**config.mk**
```make
export PLATFORM = sky130hd
export DESIGN_NAME = sti_dac_packer
export DESIGN_NICKNAME = d
export VERILOG_FILES = /design/src/rtl/sti_dac_packer_pkg.sv /design/src/rtl/sti_dac_packer_bit_packer.sv /design/src/rtl/sti_dac_packer.sv
export SDC_FILE = /design/constraint.sdc
export NUM_CORES = 1
export LEC_CHECK = 0
export ABC_AREA = 0
export CAP_MARGIN = 30
export CORE_AREA = 8 8 68 70
export CTS_CLUSTER_DIAMETER = 120
export DETAILED_ROUTE_END_ITERATION = 7
export DIE_AREA = 0 0 76 78
export PLACE_DENSITY = 0.79
export SLEW_MARGIN = 20
export SYNTH_ARGS = -nofsm -noshare
export SYNTH_HDL_FRONTEND = slang
export SYNTH_SLANG_ARGS = --single-unit
```
**constraint.sdc**
```tcl
create_clock -name clk -period 4.3 [get_ports clk]
set_input_delay 0.43 -clock clk [delete_from_list [all_inputs] [get_ports clk]]
set_output_delay 0.43 -clock clk [all_outputs]
set_load 0.02 [all_outputs]
```
**src/rtl/sti_dac_packer_pkg.sv**
```systemverilog
// Shared constants, FSM encodings and the pixel-to-bank mapping helper for
// the STI DAC packer.
package sti_dac_packer_pkg;

  localparam int DW      = 8;
  localparam int BANK_AW = 5;
  localparam int NUM_PIX = 256;
  localparam int PIX_W   = $clog2(NUM_PIX);

  localparam logic [1:0] IDLE = 2'd0;
  localparam logic [1:0] RECV = 2'd1;
  localparam logic [1:0] FILL = 2'd2;
  localparam logic [1:0] DONE = 2'd3;

  // Picks out row[0] (bit 4) and col[0] (bit 0) of a 16x16 raster index.
  localparam logic [PIX_W-1:0] PARITY_MASK = PIX_W'('h11);

  typedef struct packed {
    logic       odd;
    logic [1:0] quarter;
  } bank_sel_t;

  // Checkerboard parity chooses odd/even banks; the top two index bits
  // choose which quarter of the frame (bank 1..4) the pixel lands in.
  function automatic bank_sel_t bank_sel(input logic [PIX_W-1:0] p);
    bank_sel_t s;
    s.odd     = ^(p & PARITY_MASK);
    s.quarter = 2'(p >> (PIX_W - 2));
    return s;
  endfunction

endpackage

```
**src/rtl/sti_dac_packer_bit_packer.sv**
```systemverilog
// Serial-to-parallel shifter: assembles MSB-first bits into DW-bit bytes and
// flags the edge on which the last bit of a byte is sampled.
module sti_bit_packer #(
  parameter int DW = 8
) (
  input  logic          clk,
  input  logic          reset,
  input  logic          enable,
  input  logic          clear,
  input  logic          so_data,
  input  logic          so_valid,
  output logic [DW-1:0] byte_data,
  output logic          byte_vld
);

  localparam int            CW   = $clog2(DW);
  localparam logic [CW-1:0] LAST = CW'(DW - 1);

  logic [DW-2:0] shift;
  logic [CW-1:0] bit_cnt;

  // The incoming bit completes the byte combinationally so the top can
  // register the write on the same edge that samples the final bit.
  assign byte_data = {shift, so_data};
  assign byte_vld  = enable && so_valid && (bit_cnt == LAST);

  always_ff @(posedge clk or posedge reset) begin
    if (reset) begin
      shift   <= '0;
      bit_cnt <= '0;
    end else if (clear) begin
      shift   <= '0;
      bit_cnt <= '0;
    end else if (enable && so_valid) begin
      shift   <= byte_data[DW-2:0];
      bit_cnt <= (bit_cnt == LAST) ? '0 : bit_cnt + 1'b1;
    end
  end

endmodule

```
**src/rtl/sti_dac_packer.sv**
```systemverilog
// Packs the serial transmitter stream into pixels, scatters them over eight
// checkerboard-split banks, zero-fills the rest of the frame and signals finish.
module sti_dac_packer
  import sti_dac_packer_pkg::*;
(
  input  logic               clk,
  input  logic               reset,
  input  logic               so_data,
  input  logic               so_valid,
  input  logic               pi_end,
  output logic [DW-1:0]      oem_dataout,
  output logic [BANK_AW-1:0] oem_addr,
  output logic               odd1_wr,
  output logic               odd2_wr,
  output logic               odd3_wr,
  output logic               odd4_wr,
  output logic               even1_wr,
  output logic               even2_wr,
  output logic               even3_wr,
  output logic               even4_wr,
  output logic               oem_finish
);

  localparam logic [PIX_W:0] PIX_FULL = (PIX_W + 1)'(NUM_PIX);

  logic [1:0]    state;
  logic [PIX_W:0] pix_cnt;
  logic [DW-1:0] byte_data;
  logic          byte_vld;
  logic          frame_full;
  logic          pack_en;
  logic          end_of_stream;
  logic          wr_req;
  logic [DW-1:0] wr_data;
  bank_sel_t     sel;
  logic [3:0]    odd_wr;
  logic [3:0]    even_wr;

  assign frame_full = (pix_cnt == PIX_FULL);
  assign pack_en    = ((state == IDLE) || (state == RECV)) && !frame_full;
  // Stream over: any bits of an unfinished byte are thrown away.
  assign end_of_stream = (state == RECV) && pi_end && !so_valid;
  assign sel = bank_sel(pix_cnt[PIX_W-1:0]);

  sti_bit_packer #(.DW(DW)) u_bit_packer (
    .clk      (clk),
    .reset    (reset),
    .enable   (pack_en),
    .clear    (end_of_stream),
    .so_data  (so_data),
    .so_valid (so_valid),
    .byte_data(byte_data),
    .byte_vld (byte_vld)
  );

  always_comb begin
    wr_req  = 1'b0;
    wr_data = byte_data;
    case (state)
      IDLE, RECV: wr_req = byte_vld;
      FILL: begin
        wr_req  = !frame_full;
        wr_data = '0;
      end
      default: wr_req = 1'b0;
    endcase
  end

  always_ff @(posedge clk or posedge reset) begin
    if (reset) begin
      state   <= IDLE;
      pix_cnt <= '0;
    end else begin
      case (state)
        IDLE: if (so_valid) state <= RECV;
        RECV: begin
          if (frame_full)         state <= DONE;
          else if (end_of_stream) state <= FILL;
        end
        FILL: if (frame_full) state <= DONE;
        default: state <= DONE;
      endcase
      if (wr_req) pix_cnt <= pix_cnt + 1'b1;
    end
  end

  // Strobes and finish last a single cycle; data/address hold between writes.
  always_ff @(posedge clk or posedge reset) begin
    if (reset) begin
      oem_dataout <= '0;
      oem_addr    <= '0;
      odd_wr      <= '0;
      even_wr     <= '0;
      oem_finish  <= 1'b0;
    end else begin
      odd_wr     <= '0;
      even_wr    <= '0;
      oem_finish <= ((state == RECV) || (state == FILL)) && frame_full;
      if (wr_req) begin
        oem_dataout <= wr_data;
        oem_addr    <= pix_cnt[BANK_AW:1];
        if (sel.odd) odd_wr  <= 4'b0001 << sel.quarter;
        else         even_wr <= 4'b0001 << sel.quarter;
      end
    end
  end

  assign {odd4_wr, odd3_wr, odd2_wr, odd1_wr}     = odd_wr;
  assign {even4_wr, even3_wr, even2_wr, even1_wr} = even_wr;

endmodule

```
==> results by group, run 1 <==
STA
  • Peak clock frequency supported by timing: 0.4044 GHz
  • Period utilization: between 50% and 60%
  • Setup total negative slack: 0 ps
  • Slew of the pin with the lowest slew margin: 545.7 ps
  • Final Hold Viols: 0
  • Min cycle time layout: roughly 2500 ps
  • Minimum hold slack: 473.2 ps
  • Final setup skew: ~5.5 ps
  • Setup repair after global routing missed its margin: no
  • Count of final max-slew check failures: 0
  • Final setup violating endpoints: 0
  • Final critical-path setup slack: about 1800 ps
  • Slew margin rel.: between 60% and 70%

Status
  • Result of the run: finished clean

GRT
  • First-pass GRT wire length: between 6 and 7 mm
  • Maximum number of pins on one net before global-route repair: 44
  • Number of global-route vias before repair: roughly 1400
  • Initial antenna violation count: 0
  • GRT Resource Usage Total: 12.73%
  • Remaining global-route overflow: 0

Yosys
  • Sequential-to-total area share from yosys stat: between 50% and 60%
  • Most instantiated flip-flop cell in the synthesis netlist: sky130_fd_sc_hd__dfrtp_1
  • Synthesized-area fraction occupied by xor and xnor cells: 4.941%
  • Simple-gate share of the synthesized area: between 15 and 20%
  • Library cell with the highest instance count after synthesis: sky130_fd_sc_hd__dfrtp_1
  • Post-synth top area cell: sky130_fd_sc_hd__dfrtp_1
  • Synthesized area per cell: between 10 and 15 µm²
  • Fraction of synthesized cell area taken by the top area cell type: 55.92%
  • Share of cell area taken by muxes after synthesis: under 10%
  • Area of the mapped netlist: 1924 µm²
  • Cells after Synth: approximately 180
  • Number of distinct standard cells referenced by the synthesized netlist: 33
  • Leading cell types by total area after synthesis: sky130_fd_sc_hd__dfrtp_1 56%, sky130_fd_sc_hd__nand2_1 8.0%, sky130_fd_sc_hd__ha_1 5.9%
  • EDFF count, synth: 0
  • Total of flip-flops plus latches after synthesis: 43
  • Area fraction in compound gates after synthesis: under 10%
  • Fraction of registers with async set/reset: 100.0%
  • Syn Nets: 195
  • Synth Warn #: 0
  • Largest family of logic cells by synthesized area: simple AND/OR/NAND/NOR gates
  • Post-synthesis adder-cell area fraction: 5.852%
  • Commonest cells in the synthesized netlist: 43 x sky130_fd_sc_hd__dfrtp_1, 41 x sky130_fd_sc_hd__nand2_1, 20 x sky130_fd_sc_hd__o21ai_0

Pwr
  • Power per cell area: about 300 nW/µm²
  • Power Total: between 0.6 and 0.7 mW
  • Worst IR Drop VDD: 180.4 µV
  • Leakage: 1.035 nW

Detailed routing
  • Number of remaining DRC errors: 0
  • Count of vias placed by the detailed router: roughly 1300
  • Average wire length per cell after detail routing: 13.46 µm
  • Number of DRC violations after detailed-routing iteration 0: 35
  • Average via count per standard cell: ~5.3
  • Post-route ant nets: 0
  • Drt pass-1 iters: 4
  • DRT Wirelength: around 3.4 mm

Hold path
  • Type of the most critical hold path: flip-flop to flip-flop

Worst setup path
  • Highest net fanout along the worst path: 25
  • Capture point of the worst path: pix_cnt[6]$_DFFE_PP0P_
  • Worst Path Class, Setup: flip-flop to flip-flop
  • Signal arrival time at the worst endpoint: approximately 2700 ps
  • Setup crit end kind: flip-flop
  • Launch point of the worst reg-to-reg path: state[0]$_DFFE_PP0P_
  • CP Launch Point: state[0]$_DFFE_PP0P_
  • Worst reg2reg setup slack: roughly 1800 ps
  • Worst EP required: 4530 ps
  • Critical Path Start Type: flip-flop
  • Worst Reg2Reg Path Length in Cells: 7
  • Endpoint of the lowest-slack register-to-register path: pix_cnt[6]$_DFFE_PP0P_

Floorplan
  • Starting density of the core: roughly 54%
  • Die W: 76 µm
  • Ports: 27
  • Core outline area: around 3600 µm²
  • Number of core rows: 22
  • DIE HEIGHT: 78 µm
  • Die Area: ~6000 µm²

Clock network
  • CTS tree: done
  • Number of buffers between clock root and the deepest sink: 2
  • Count of instances resized after the clock tree is built: 0
  • Count of clock tree sinks: 43
  • Insertion delay of the later-clocked pin in the worst-skew pair: roughly 350 ps
  • Root buf cell: sky130_fd_sc_hd__clkbuf_4
  • H-tree levels: 2
  • Post-CTS Repair Setup Buffers: 0
  • TritonCTS buffer count: 5
  • Count of hold buffers inserted by post-cts repair: 0
  • Clock transition at the register clock pins on the worst setup and hold paths after CTS: 120 ps

Layout
  • Diode insertion count for antenna repair: 0
  • Area growth syn-to-layout: 19.64%
  • Number of nets in the final layout: roughly 220
  • Layout cell share with drive strength beyond 1: a little under a tenth
  • Fill cell count: between 200 and 300
  • Finished Cell Area: roughly 2300 µm²
  • Final core area utilization: approximately two thirds
  • Non-filler cells in the finished layout: between 200 and 300

Place
  • RD Place Congestion: approximately 0.8
  • Placement-stage cell area: approximately 2200 µm²
  • Placed Instances: about 250
  • Number of input and output port buffers inserted: 26
  • Dpl ws: ~1700 ps
  • Final HPWL DP: ~2.5 mm

Job
  • Max-Cap Viols: 0
[power breakdown]
part	internal (mW)	switching (mW)	total [mW]
combinational	0.00437	0.00892	0.0133
clock	0.137	0.127	0.265
sequential	0.404	0	0.404
[worst min-delay path by stage]
stage                                      start                     end  slack (ps)  cells past startpoint
after floorplan           pix_cnt[8]$_DFFE_PP0P_  pix_cnt[8]$_DFFE_PP0P_         430                      1
final                     pix_cnt[8]$_DFFE_PP0P_  pix_cnt[8]$_DFFE_PP0P_         470                      1
after CTS                 pix_cnt[8]$_DFFE_PP0P_  pix_cnt[8]$_DFFE_PP0P_         480                      1
after global placement    pix_cnt[8]$_DFFE_PP0P_  pix_cnt[8]$_DFFE_PP0P_         450                      1
after global routing      pix_cnt[8]$_DFFE_PP0P_  pix_cnt[8]$_DFFE_PP0P_         490                      1
after detailed placement  pix_cnt[8]$_DFFE_PP0P_  pix_cnt[8]$_DFFE_PP0P_         460                      1
[worst max-delay path, stage by stage (launching register included)]
cell	delay (ps)
sky130_fd_sc_hd__dfrtp_1	420
sky130_fd_sc_hd__inv_1	130
sky130_fd_sc_hd__ha_1	200
sky130_fd_sc_hd__clkinv_1	220
sky130_fd_sc_hd__a221o_1	590
sky130_fd_sc_hd__buf_8	250
sky130_fd_sc_hd__or3_4	400
sky130_fd_sc_hd__xnor2_2	130
[flip-flops by register name, indices dropped and copies added (netlist names)]
signal                cells
oem_addr                  5
even_wr                   4
u_bit_packer.shift        7
oem_dataout               8
oem_finish                1
u_bit_packer.bit_cnt      3
state                     2
odd_wr                    4
pix_cnt                   9
[cells in the final DEF (no fill, tap or decap), drive strengths merged]
cell type,synthesis,routed
nor3,3,3
xnor2,3,3
nand3,3,3
clkinv,1,2
bufinv,0,1
buf,6,3
nand3b,1,1
mux2,5,5
mux2i,1,1
o22ai,1,1
nor4b,2,2
or3,1,1
nor4,4,4
nand2b,1,1
a221o,1,1
dfrtp,43,43
xor2,7,7
inv,7,7
clkdlybuf4s50,0,26
nor4bb,1,1
a21oi,3,3
and2,1,1
clkbuf,4,6
nand2,41,41
ha,9,9
or3b,1,1
o211ai,1,1
nor2,7,7
and3,3,3
o21ai,20,20
[kinds of logic after synthesis]
family / Yosys count
AOI/OAI and AO/OA: 26
xor gates and xnor gates: 10
adders and majority gates: 9
buffers and inverters: 18
DFF: 43
muxes: 6
and+or+nand+nor: 69
[area by class of cell]
class | count | area [µm²] | area share (%)
Sequential cell | 43 | 1076 | 46.74
Clock buffer | 6 | 51.30 | 2.228
Tap cell | 48 | 60.06 | 2.609
Multi-Input combinational cell | 120 | 759.5 | 32.99
Inverter | 8 | 30.03 | 1.304
Clock inverter | 2 | 35.03 | 1.522
Timing Repair Buffer | 29 | 290.3 | 12.61
[metal layers]
| metal | GRT usage [%] | part of all wire (%) | vias to the layer above |
|---|---|---|---|
| met5 | 0 | 0 | - |
| met4 | 8.235 | 2.6 | 0 |
| met3 | 4.608 | 6.4 | 13 |
| met2 | 20.82 | 50 | 34 |
| met1 | 13.75 | 41 | 648 |
| li1 | - | - | 651 |
Power figures use the tool's default switching activity.
==> inputs of run 2 (changes only) <==
Settings changed: CORE_AREA 8 8 68 70 to 8 8 73 75, DIE_AREA 0 0 76 78 to 0 0 81 83, PLACE_DENSITY 0.79 to 0.72.
Clock period 4.3 ns to 2.2 ns, I/O delays scaled along.
==> results by group, run 2 (synthesized netlist as in run 1, its figures left out) <==
Layout
  • Leading registers by flop count: pix_cnt (9), oem_dataout (8), u_bit_packer.shift (7) (unchanged)
  • Fill cell count: 377 (was 254)
  • Commonest non-fill, non-tap cell in the layout: sky130_fd_sc_hd__dfrtp_1 (unchanged)
  • Diode insertion count for antenna repair: 0 (unchanged)
  • Non-filler cells in the finished layout: 266 (was 256)
  • Layout cell share with drive strength beyond 1: 11.21% (was 9.135%)
  • Area growth syn-to-layout: 24.71% (was 19.64%)
  • Final core area utilization: 57.08% (was 64.83%)
  • Number of nets in the final layout: 227 (was 221)
  • Largest reg by FF count: pix_cnt (unchanged)
  • Highest-count cells in the layout ignoring fill and taps: 43 x sky130_fd_sc_hd__dfrtp_1, 41 x sky130_fd_sc_hd__nand2_1, 26 x sky130_fd_sc_hd__clkdlybuf4s50_1, 20 x sky130_fd_sc_hd__o21ai_0 (was 43 x sky130_fd_sc_hd__dfrtp_1, 41 x sky130_fd_sc_hd__nand2_1, 26 x sky130_fd_sc_hd__clkdlybuf4s50_1, 20 x sky130_fd_sc_hd__o21ai_0, 9 x sky130_fd_sc_hd__ha_1)
  • Number of flip-flops under the largest register name: 9 (unchanged)

Place
  • Number of input and output port buffers inserted: 26 (unchanged)
  • Final HPWL DP: 2.386 mm (was 2.546 mm)
  • Placed Instances: 258 (was 248)
  • RD Place Congestion: 0.7567 (was 0.7931)

STA
  • Min cycle time layout: 2060 ps (was 2473 ps)
  • Count of final max-slew check failures: 0 (unchanged)
  • Setup repair after global routing missed its margin: no (unchanged)
  • Final setup violating endpoints: 0 (unchanged)
  • Peak clock frequency supported by timing: 0.4855 GHz (was 0.4044 GHz)
  • Period utilization: 93.63% (was 57.51%)
  • Final setup skew: 3.813 ps (was 5.537 ps)
  • Slew of the pin with the lowest slew margin: 603.9 ps (was 545.7 ps)
  • Slew margin rel.: 59.74% (was 63.61%)
  • Setup total negative slack: 0 ps (unchanged)
  • Final Hold Viols: 0 (unchanged)

Detailed routing
  • Average via count per standard cell: 4.959 (was 5.258)
  • Number of remaining DRC errors: 0 (unchanged)
  • Number of DRC violations after detailed-routing iteration 0: 117 (was 35)
  • Average wire length per cell after detail routing: 13.02 µm (was 13.46 µm)
  • Drt pass-1 iters: 4 (unchanged)
  • Post-route ant nets: 0 (unchanged)
  • DRT Wirelength: 3.464 mm (was 3.445 mm)
  • Count of vias placed by the detailed router: 1319 (was 1346)

Pwr
  • Power Total: 1.532 mW (was 0.6821 mW)
  • Leakage: 1.093 nW (was 1.035 nW)
  • Fraction of power consumed by sequential logic: 51.5% (was 59.3%)
  • Worst IR Drop VDD: 324.2 µV (was 180.4 µV)
  • Power per cell area: 638.2 nW/µm² (was 296.3 nW/µm²)
  • Sw Ratio: 18.28% (was 19.94%)
  • Clock network fraction of design power: 46.8% (was 38.8%)
  • Share of power burned in combinational logic: 1.7% (was 1.9%)
  • Power spent charging and discharging nets: 0.2800 mW (was 0.1360 mW)
  • Internal: 1.252 mW (was 0.5461 mW)

Clock network
  • Count of clock tree sinks: 43 (unchanged)
  • Count of instances resized after the clock tree is built: 0 (unchanged)
  • Number of buffers between clock root and the deepest sink: 2 (unchanged)
  • H-tree levels: 2 (unchanged)
  • Insertion delay of the later-clocked pin in the worst-skew pair: 290 ps (was 350 ps)
  • TritonCTS buffer count: 5 (unchanged)
  • Count of hold buffers inserted by post-cts repair: 0 (unchanged)
  • CTS tree: done (unchanged)
  • Root buf cell: sky130_fd_sc_hd__clkbuf_8 (was sky130_fd_sc_hd__clkbuf_4)
  • Clock transition at the register clock pins on the worst setup and hold paths after CTS: 80 ps (was 120 ps)
  • Post-CTS Repair Setup Buffers: 0 (unchanged)

Floorplan
  • Die W: 81 µm (was 76 µm)
  • Die Area: 6723 µm² (was 5928 µm²)
  • Starting density of the core: 45.77% (was 54.19%)
  • DIE HEIGHT: 83 µm (was 78 µm)
  • Number of core rows: 24 (was 22)
  • Ports: 27 (unchanged)
  • Core outline area: 4204 µm² (was 3551 µm²)

Job
  • Max-Cap Viols: 0 (unchanged)

GRT
  • Met3 capacity usage during global routing: 3.556% (was 4.608%)
  • GRT Resource Usage Total: 11.21% (was 12.73%)
  • First-pass GRT wire length: 5.906 mm (was 6.306 mm)
  • Initial antenna violation count: 0 (unchanged)
  • Met1 usage in global routing: 13.45% (was 13.75%)
  • Maximum number of pins on one net before global-route repair: 44 (unchanged)
  • Number of global-route vias before repair: 1328 (was 1439)
  • Met2 Resource Use GR: 16.86% (was 20.82%)
  • Most used routing layer in global routing: met2 (unchanged)
  • Remaining global-route overflow: 0 (unchanged)

Worst setup path
  • Worst EP required: 2420 ps (was 4530 ps)
  • Signal arrival time at the worst endpoint: 2280 ps (was 2710 ps)
  • Worst Path Class, Setup: flip-flop to flip-flop (unchanged)
  • Setup crit end kind: flip-flop (unchanged)
  • CP Launch Point: state[0]$_DFFE_PP0P_ (unchanged)
  • Worst reg2reg setup slack: 140 ps (was 1830 ps)
  • Highest net fanout along the worst path: 11 (was 25)
  • Critical Path Start Type: flip-flop (unchanged)
  • Launch point of the worst reg-to-reg path: state[0]$_DFFE_PP0P_ (unchanged)

Status
  • Result of the run: finished clean (unchanged)

Hold path
  • Type of the most critical hold path: input port to async pin (was flip-flop to flip-flop)
==> run 2: metal layers <==
layer / up-vias / wire length [µm]
li1: 664 / -
met1: 621 / 1619
met2: 29 / 1526
met3: 5 / 229
met4: 0 / 89
met5: - / 0
==> run 2: layout make-up <==
class / instances / area, µm² / share of cell area, %
Sequential cell: 43 / 1076 / 44.84
Multi-Input combinational cell: 120 / 768.2 / 32.01
Timing Repair Buffer: 35 / 327.8 / 13.66
Clock buffer: 6 / 72.57 / 3.024
Tap cell: 52 / 65.06 / 2.711
Clock inverter: 2 / 60.06 / 2.503
Inverter: 8 / 30.03 / 1.251
==> run 2: stage by stage <==
stage	instance area [µm²]	hold WS [ps]	setup slack [ps]
floorplan	1924	336.8	182.1
global placement	2251	446.5	101.7
detailed placement	2258	455.7	128.8
CTS	2391	376.0	114.0
global route	2400	415.3	8.613
finish	2400	365.7	140.2
==> run 2: power by group through the flow <==
stage	Clock [mW]	Sequential [mW]	Combinational, mW
after floorplan	0	0.805	0.0129
after global placement	0	0.805	0.0268
after detailed placement	0	0.805	0.0269
after CTS	0.736	0.789	0.0269
after global routing	0.772	0.790	0.0296
final	0.716	0.789	0.0257
==> run 2: path summary, 6_finish.rpt <==
check                                                  end  cells past startpoint
max in group asynchronous       oem_dataout[5]$_DFFE_PP0P_                      3
worst max register to register      pix_cnt[7]$_DFFE_PP0P_                      7
worst max-delay path                pix_cnt[7]$_DFFE_PP0P_                      7
worst min register to register      pix_cnt[8]$_DFFE_PP0P_                      1
worst min-delay path            oem_dataout[6]$_DFFE_PP0P_                      3
min in group clk                    pix_cnt[8]$_DFFE_PP0P_                      1
==> run 2: worst max-delay path: stages, from the launching register on <==
cell	delay, ps
sky130_fd_sc_hd__dfrtp_1	400
sky130_fd_sc_hd__inv_1	140
sky130_fd_sc_hd__ha_1	230
sky130_fd_sc_hd__o211ai_1	120
sky130_fd_sc_hd__a221o_1	420
sky130_fd_sc_hd__buf_4	200
sky130_fd_sc_hd__nor4_2	300
sky130_fd_sc_hd__xor2_1	170
